[src/rtl/genius_button_debouncer_if.sv]
// genius_button_debouncer_if
// Bundles the raw button inputs and the conditioned outputs of the debouncer.
//   btn_raw      raw, bouncing, active-high button levels (asynchronous)
//   btn_level    debounced button levels
//   press_valid  one-cycle pulse for an accepted single press
//   press_id     index of the accepted button (0 when press_valid is low)
//   multi_press  one-cycle pulse for a rejected simultaneous or overlapping press
// master: drives btn_raw and consumes the results. slave: the debouncer.
interface genius_button_debouncer_if #(
    parameter int NUM_BUTTONS = 4
);
    localparam int ID_W = $clog2(NUM_BUTTONS);

    logic [NUM_BUTTONS-1:0] btn_raw;
    logic [NUM_BUTTONS-1:0] btn_level;
    logic                   press_valid;
    logic [ID_W-1:0]        press_id;
    logic                   multi_press;

    modport master (
        output btn_raw,
        input  btn_level, press_valid, press_id, multi_press
    );

    modport slave (
        input  btn_raw,
        output btn_level, press_valid, press_id, multi_press
    );
endinterface

[src/rtl/genius_button_debouncer.sv]
// genius_button_debouncer
// Synchronises and debounces NUM_BUTTONS push buttons and turns a clean single
// press into a one-cycle press event with the button index. Presses that
// start together, or while another button is already down, are flagged on
// multi_press instead.
// Ports:
//   clk    system clock, rising edge
//   rst_n  asynchronous active-low reset
//   bus    genius_button_debouncer_if.slave (btn_raw in; btn_level,
//          press_valid, press_id, multi_press out, all registered)

// One button: two-flop synchroniser followed by a stability counter. The
// debounced level only moves after DEBOUNCE_CYCLES consecutive edges on which
// the synchronised input disagreed with it.
module genius_button_debouncer_lane #(
    parameter int DEBOUNCE_CYCLES = 16
) (
    input  logic clk,
    input  logic rst_n,
    input  logic raw,
    output logic level
);
    localparam int CNT_W = $clog2(DEBOUNCE_CYCLES);
    localparam logic [CNT_W-1:0] CNT_LAST = CNT_W'(DEBOUNCE_CYCLES - 1);

    logic             s1;
    logic             s2;
    logic [CNT_W-1:0] cnt;

    always_ff @(posedge clk or negedge rst_n) begin
        if (!rst_n) begin
            s1    <= 1'b0;
            s2    <= 1'b0;
            cnt   <= '0;
            level <= 1'b0;
        end else begin
            s1 <= raw;
            s2 <= s1;
            if (s2 == level) begin
                cnt <= '0;
            end else if (cnt == CNT_LAST) begin
                level <= s2;
                cnt   <= '0;
            end else begin
                cnt <= cnt + 1'b1;
            end
        end
    end
endmodule

module genius_button_debouncer #(
    parameter int NUM_BUTTONS     = 4,
    parameter int DEBOUNCE_CYCLES = 16
) (
    input  logic                      clk,
    input  logic                      rst_n,
    genius_button_debouncer_if.slave  bus
);
    localparam int ID_W = $clog2(NUM_BUTTONS);

    logic [NUM_BUTTONS-1:0] level;
    logic [NUM_BUTTONS-1:0] prev_level;
    logic [NUM_BUTTONS-1:0] rise;
    logic [ID_W-1:0]        rise_id;
    logic                   rise_one_hot;
    logic                   others_high;
    logic                   accept;
    logic                   press_valid_q;
    logic                   multi_press_q;
    logic [ID_W-1:0]        press_id_q;

    for (genvar i = 0; i < NUM_BUTTONS; i++) begin : g_lane
        genius_button_debouncer_lane #(
            .DEBOUNCE_CYCLES(DEBOUNCE_CYCLES)
        ) u_lane (
            .clk   (clk),
            .rst_n (rst_n),
            .raw   (bus.btn_raw[i]),
            .level (level[i])
        );
    end

    // Rising debounced edges since the previous cycle. A press is only clean
    // when it is the sole rise and nothing else is being held down.
    assign rise = level & ~prev_level;

    always_comb begin
        rise_id = '0;
        for (int i = 0; i < NUM_BUTTONS; i++) begin
            if (rise[i]) rise_id = ID_W'(i);
        end
        rise_one_hot = (rise != '0) && ((rise & (rise - 1'b1)) == '0);
        others_high  = (level & ~rise) != '0;
        accept       = rise_one_hot && !others_high;
    end

    always_ff @(posedge clk or negedge rst_n) begin
        if (!rst_n) begin
            prev_level    <= '0;
            press_valid_q <= 1'b0;
            multi_press_q <= 1'b0;
            press_id_q    <= '0;
        end else begin
            prev_level    <= level;
            press_valid_q <= accept;
            multi_press_q <= (rise != '0) && !accept;
            press_id_q    <= accept ? rise_id : '0;
        end
    end

    assign bus.btn_level   = level;
    assign bus.press_valid = press_valid_q;
    assign bus.multi_press = multi_press_q;
    assign bus.press_id    = press_id_q;
endmodule

[src/flat_wrapper.sv]
// flat-port wrapper written by rule: the top's interface ports become plain ports
module genius_button_debouncer_flat 
#(
    parameter int NUM_BUTTONS     = 4,
    parameter int DEBOUNCE_CYCLES = 16
)
  (clk, rst_n, bus_btn_raw, bus_btn_level, bus_press_valid, bus_press_id, bus_multi_press);
  genius_button_debouncer_if #(.NUM_BUTTONS(NUM_BUTTONS)) bus_i ();
  input  logic clk;
  input  logic rst_n;
  input wire logic [$bits(bus_i.btn_raw)-1:0] bus_btn_raw;
  output wire logic [$bits(bus_i.btn_level)-1:0] bus_btn_level;
  output wire logic [$bits(bus_i.press_valid)-1:0] bus_press_valid;
  output wire logic [$bits(bus_i.press_id)-1:0] bus_press_id;
  output wire logic [$bits(bus_i.multi_press)-1:0] bus_multi_press;
  assign bus_i.btn_raw = bus_btn_raw;
  assign bus_btn_level = bus_i.btn_level;
  assign bus_press_valid = bus_i.press_valid;
  assign bus_press_id = bus_i.press_id;
  assign bus_multi_press = bus_i.multi_press;
  genius_button_debouncer #(.NUM_BUTTONS(NUM_BUTTONS), .DEBOUNCE_CYCLES(DEBOUNCE_CYCLES)) u_core (.clk(clk), .rst_n(rst_n), .bus(bus_i));
endmodule
[config.mk]
export PLATFORM = sky130hd
export DESIGN_NAME = genius_button_debouncer_flat
export DESIGN_NICKNAME = d
export VERILOG_FILES = /design/src/rtl/genius_button_debouncer_if.sv /design/src/rtl/genius_button_debouncer.sv /design/src/flat_wrapper.sv
export SDC_FILE = /design/constraint.sdc
export NUM_CORES = 1
export LEC_CHECK = 0
export ABC_CLOCK_PERIOD_IN_PS = 3300
export BUFFER_PORTS_ARGS = -buffer_cell sky130_fd_sc_hd__buf_4
export CELL_PAD_IN_SITES_DETAIL_PLACEMENT = 0
export CELL_PAD_IN_SITES_GLOBAL_PLACEMENT = 1
export CORE_ASPECT_RATIO = 0.6
export CORE_MARGIN = 2
export CORE_UTILIZATION = 50
export CTS_CLUSTER_SIZE = 14
export DETAILED_ROUTE_END_ITERATION = 8
export PLACE_DENSITY = 0.92
export SYNTH_ARGS = -nofsm -noshare
export SYNTH_HDL_FRONTEND = slang
export SYNTH_SLANG_ARGS = --single-unit
[constraint.sdc]
create_clock -name clk -period 3.3 [get_ports clk]
set_input_delay 0.33 -clock clk [delete_from_list [all_inputs] [get_ports clk]]
set_output_delay 0.33 -clock clk [all_outputs]
set_load 0.02 [all_outputs]
After elaboration in Yosys (flattened, before gate mapping)
Index checks and enable logic that the tools add are counted.
- input port bits: 6
- output and inout bits: 8
- bits in registers: 36
- word-level logic and storage cells: 66
- reductions and logical operators: 12
- bitwise logic cells: 9
- equality and inequality tests: 8
- add/sub/neg operators: 5
- mux-type cells: 12
- operator list (kind ; count):
    $mux W4 ; 8
    $add A4 B1 Y4 const B ; 4
    $eq A4 B4 Y1 const B ; 4
    $and A4 B4 Y4 ; 3
    $not A4 Y4 ; 2
    $reduce_and A2 Y1 ; 4
    $reduce_bool A4 Y1 ; 2
    $mux W2 ; 3
    $eq A1 B1 Y1 ; 4
    $logic_not A4 Y1 ; 1
    $not A1 Y1 ; 4
    $sub A4 B1 Y4 const B ; 1
    $logic_and A1 B1 Y1 ; 3
    $logic_not A1 Y1 ; 2
    $mux W1 ; 1

Depth between registers and ports, before layout
- depth in word-level cells: 9
- gate-level depth with buffers: 4
- depth with buffers taken out: 4

By module
From an unflattened synthesis, not the netlist that was laid out.
- cells, all modules: 106
- area, all modules: 1450.1 µm²
- modules (own cells, without submodules) (module ; instances ; cells an instance ; area an instance (µm²) ; seq. area each (µm²)):
    genius_button_debouncer_lane ; 4 ; 20 ; 280.3 ; 175.2
    genius_button_debouncer ; 1 ; 26 ; 329.1 ; 200.2

Worst setup path before layout
No wires, ideal clock.
- path type: register to register
- start: register u_core.g_lane[3].u_lane.cnt[0]
- end: register u_core.g_lane[3].u_lane.level
- data required time: 3.175 ns
- library setup time: 0.125 ns
- buffers on the path: 0
- path slack: 2.139 ns
- arrival: 1.036 ns
- cell stages (with the launch flop): 4
- clock period less this slack: 1.161 ns
- cell sequence: dfrtp_1 > ha_1 > nand3_1 > mux2_2
- longest elaborated chain between the ends: 2
- RTL lines (what ; line ; source):
    start: declaration ; genius_button_debouncer.sv:28 ; logic [CNT_W-1:0] cnt;
    start signal: assignment ; genius_button_debouncer.sv:45 ; cnt <= cnt + 1'b1;
    $eq A4 B4 Y1 ; genius_button_debouncer.sv:41 ; end else if (cnt == CNT_LAST) begin
    $reduce_and A2 Y1 (no source line) ; n/a ;
    end signal: assignment ; genius_button_debouncer.sv:35 ; level <= 1'b0;
    end signal: assignment ; genius_button_debouncer.sv:42 ; level <= s2;
    end: declaration ; genius_button_debouncer.sv:21 ; output logic level
Every way passes these cells.
A chain may end at the register's enable or synchronous reset.

Worst setup path in the final report
- start: register u_core.g_lane[2].u_lane.level
- end: output bus_btn_level[2]
- RTL lines (what ; line ; source):
    start: declaration ; genius_button_debouncer.sv:21 ;
    start signal: assignment ; genius_button_debouncer.sv:35 ;
    start signal: assignment ; genius_button_debouncer.sv:42 ;
    end: declaration ; flat_wrapper.sv:12 ; output wire logic [$bits(bus_i.btn_level)-1:0] bus_btn_level;
No word-level cell between the ends.

==> results.md <==
* First-pass DRT Iterations at 4
* Max-slew violation count at 0
* Clock group share of total power at between 30% and 40%
* Final RePlAce weighted congestion at 0.753
* Register-to-Register Path Depth at 3
* Initial core utilization at 54.4%
* Arr. time, crit path at 0.98 ns
* FF-to-FF Start: u_core.g_lane[0].u_lane.cnt[0]
* Switching Fraction at 21.4%
* Worst path cell trace: buf_4
* Power Dens Cells at ~510 nW/um2
* Global-route wire length before repair at 3700 um
* Post-CTS Setup Inserts at 0
* Setup TNS at 0 ns
* Synthesized area per cell at 13.3 um2
* Synth Instances at between 100 and 150
* Synth-to-Final Area Change at 14.7%
* Synth Area in XOR/XNOR at 4.97%
* Routed Antenna Nets at 0
* Post-synthesis adder-cell area fraction at under 10%
* Vias in the first global route at 855
* DR iter-0 viols at 28
* RSZ-0062 raised after global routing: no
* Worst path max stage delay at 0.50 ns
* Lkg Pwr at 0.773 nW
* Slew @ Worst Pin at 0.415 ns
* Crit. Startpoint: u_core.g_lane[2].u_lane.level
* Largest net degree at the start of global routing at 37
* Netlist cell types at 23
* RR Endpoint: u_core.g_lane[0].u_lane.level
* Die area at 3280 um2
* Final setup vio count at 0
* DR DRC count at 0
* Final Critical Period at 1.31 ns
* Crit. End Element: output pin
* CP Launch Type: flop
* Total GRT Usage at between 10% and 20%
* Layout Skew at approximately 0.0029 ns
* Critical path type: flop to output pin
* Vias/cell at 5.31
* Final Cycle Share at between 30% and 40%
* Critical path fanouts, max at 8
* Comb pwr share at under 10%
* N_diodes at 0
* Mapped Area at 1410 um2
* I/O pin cnt at 14
* Placed Area at 1520 um2
* Relative slew margins at ~72%
* Initial antenna violation count at 0
* HP Class: input pin to flop
* Htree depth at 2
* Clk slew on worst S/H paths at 0.06 ns
* Core area at 2590 um2
* Worst setup endpoint: bus_btn_level[2]
* Syn_nets at 116
* CTS Buffer Depth at 2
* Final hold violation count at 0
* Routed WL per cell at 13.3 um
* Required @ worst endpoint at 2.97 ns
* Peak supply drop at ~0.3 mV
* Post-synthesis mux area share at 3.19%
* Cell row count at 14
* Fraction of the mapped netlist area in compound gates at 9.14%
* Drt total wl at 2070 um
* Buffer and inverter count on the worst path at 1
* Max capacitance violation total at 0
* P_int at ~0.65 mW
* CTS Root Cell: clkbuf_8
* R2R setup slack at 2.06 ns
* Fraction of layout cells with a size suffix above 1 at 21.8%
* Simple-gate share of the synthesized area at roughly an eighth
* Sequential power share at 57.2%
* TritonCTS clock tree: built
* Total clock sinks at 36
* Slowest cell on crit path: dfrtp_1
* Chip Height at 45.1 um
* Die X at 72.6 um
* Post-route cell area at between 1500 and 2000 um2
* Fmax at roughly 760 MHz
* Largest family of logic cells by synthesized area: simple AND/OR/NAND/NOR gates
* Clock Latency Late Sink at ~0.28 ns
* Final-stage net count at 133
* Critical Path Stages at 1
* Total number of vias at 828
* Fillers at 201
* Yosys reg bits at 36
* Half-perimeter wire length after placement at 1450 um
* CP delay by family, top: flip-flops
* Grt total ovfl at 0
* Register area share after synthesis at 63.9%
* Synth Warn # at 0
* TritonCTS Buffers at 5
* Status: completed
* PortBufs at 13
* Sw Pwr at 0.177 mW
[metal layers]
layer,wire length (um),vias up,track usage (%)
met3,125,8,7.37
met4,57,0,10.4
li1,-,398,-
met1,942,404,18.4
met2,945,18,25.5
met5,0,-,0
[synth_stat cells (all sizes together)]
cell type / count / area [um2]
nand2b: 1 / 6.26
xnor2: 8 / 70.1
inv: 4 / 15.0
o21ai: 5 / 28.8
ha: 4 / 50.1
a21oi: 6 / 30.0
buf: 4 / 30.0
dfrtp: 36 / 901
a31oi: 2 / 12.5
nor2: 6 / 22.5
nor2b: 6 / 37.5
a21o: 2 / 15.0
a311oi: 3 / 32.5
o311a: 1 / 10.0
nor3b: 7 / 62.6
mux2: 4 / 45.0
nand3: 4 / 20.0
nand2: 1 / 3.75
nand4b: 2 / 17.5
[power by group through the flow]
| stage | Sequential, mW | Clock, mW | Combinational (mW) |
|---|---|---|---|
| detailed placement | 0.481 | 0 | 0.0426 |
| global placement | 0.480 | 0 | 0.0419 |
| finish | 0.473 | 0.311 | 0.0428 |
| floorplan | 0.478 | 0 | 0.0251 |
| global route | 0.475 | 0.350 | 0.0509 |
| CTS | 0.473 | 0.318 | 0.0445 |
[cell usage in the layout, fill, tap and decap left out]
cell type | synthesis | layout
a21o_1 | 2 | 2
a21oi_1 | 6 | 6
a311oi_1 | 2 | 2
a311oi_2 | 1 | 1
a31oi_1 | 2 | 2
buf_4 | 4 | 13
clkbuf_1 | 0 | 2
clkbuf_8 | 0 | 6
dfrtp_1 | 36 | 36
dlygate4sd3_1 | 0 | 1
ha_1 | 4 | 4
inv_1 | 4 | 4
mux2_2 | 4 | 4
nand2_1 | 1 | 1
nand2b_1 | 1 | 1
nand3_1 | 4 | 4
nand4b_1 | 2 | 2
nor2_1 | 6 | 6
nor2b_1 | 6 | 6
nor3b_1 | 5 | 5
nor3b_2 | 2 | 2
o21ai_0 | 3 | 3
o21ai_1 | 1 | 1
o21ai_2 | 1 | 1
o311a_1 | 1 | 1
xnor2_1 | 8 | 8
[stage by stage]
| step | instances | power, mW | util, % | hold slack (ns) | setup WS, ns |
|---|---|---|---|---|---|
| 3_3_place_gp | 147 | 0.522 | 58.5 | 0.298 | 2.09 |
| 3_5_place_dp | 147 | 0.524 | 58.5 | 0.300 | 2.06 |
| 2_1_floorplan | 106 | 0.503 | - | 0.0344 | 2.14 |
| 5_1_grt | 156 | 0.876 | 62.4 | 0.136 | 1.93 |
| 4_1_cts | 156 | 0.836 | 62.4 | 0.145 | 1.97 |
| 6_report | 156 | 0.827 | 62.4 | 0.152 | 1.99 |
[cell families (layout without fill, tap and decap cells)]
group | count (synthesis) | in the layout
AO/OA/AOI/OAI | 19 | 19
buffers and inverters | 8 | 26
multiplexers | 4 | 4
XOR/XNOR | 8 | 8
flip-flops | 36 | 36
AND/OR/NAND/NOR | 27 | 27
adder cells (fa/ha/maj) | 4 | 4
[state kept, by name (all words and copies together), names as in the netlist]
name,count
u_core.g_lane.u_lane.s1,4
u_core.bus.press_valid,1
u_core.bus.multi_press,1
u_core.bus.press_id,2
u_core.g_lane.u_lane.s2,4
u_core.prev_level,4
u_core.g_lane.u_lane.cnt,16
u_core.g_lane.u_lane.level,4
[cell type report]
class	count	area (um2)	area share [%]
clock buffer	8	90.1	5.57
inverter	4	15.0	0.928
multi-input combinational	62	464	28.7
sequential	36	901	55.7
tap	32	40.0	2.47
timing repair buffer	14	108	6.65
[worst min path at each step]
stage                         from                        endpoint  slack [ns]  cells past startpoint
floorplan                    rst_n          u_core.bus.multi_press        0.03                      0
finish              bus_btn_raw[2]      u_core.g_lane[2].u_lane.s1        0.15                      1
CTS                 bus_btn_raw[1]      u_core.g_lane[1].u_lane.s1        0.15                      1
global route        bus_btn_raw[3]      u_core.g_lane[3].u_lane.s1        0.14                      1
global placement             rst_n  u_core.g_lane[0].u_lane.cnt[0]        0.30                      1
detailed placement           rst_n  u_core.g_lane[0].u_lane.cnt[0]        0.30                      1
[timing repair]
action | CTS | global route
hold buffers | 1 | 0
endpoints found under the hold margin | 36 | 0
resized for setup | 0 | 0
Power figures use the tool's default switching activity.
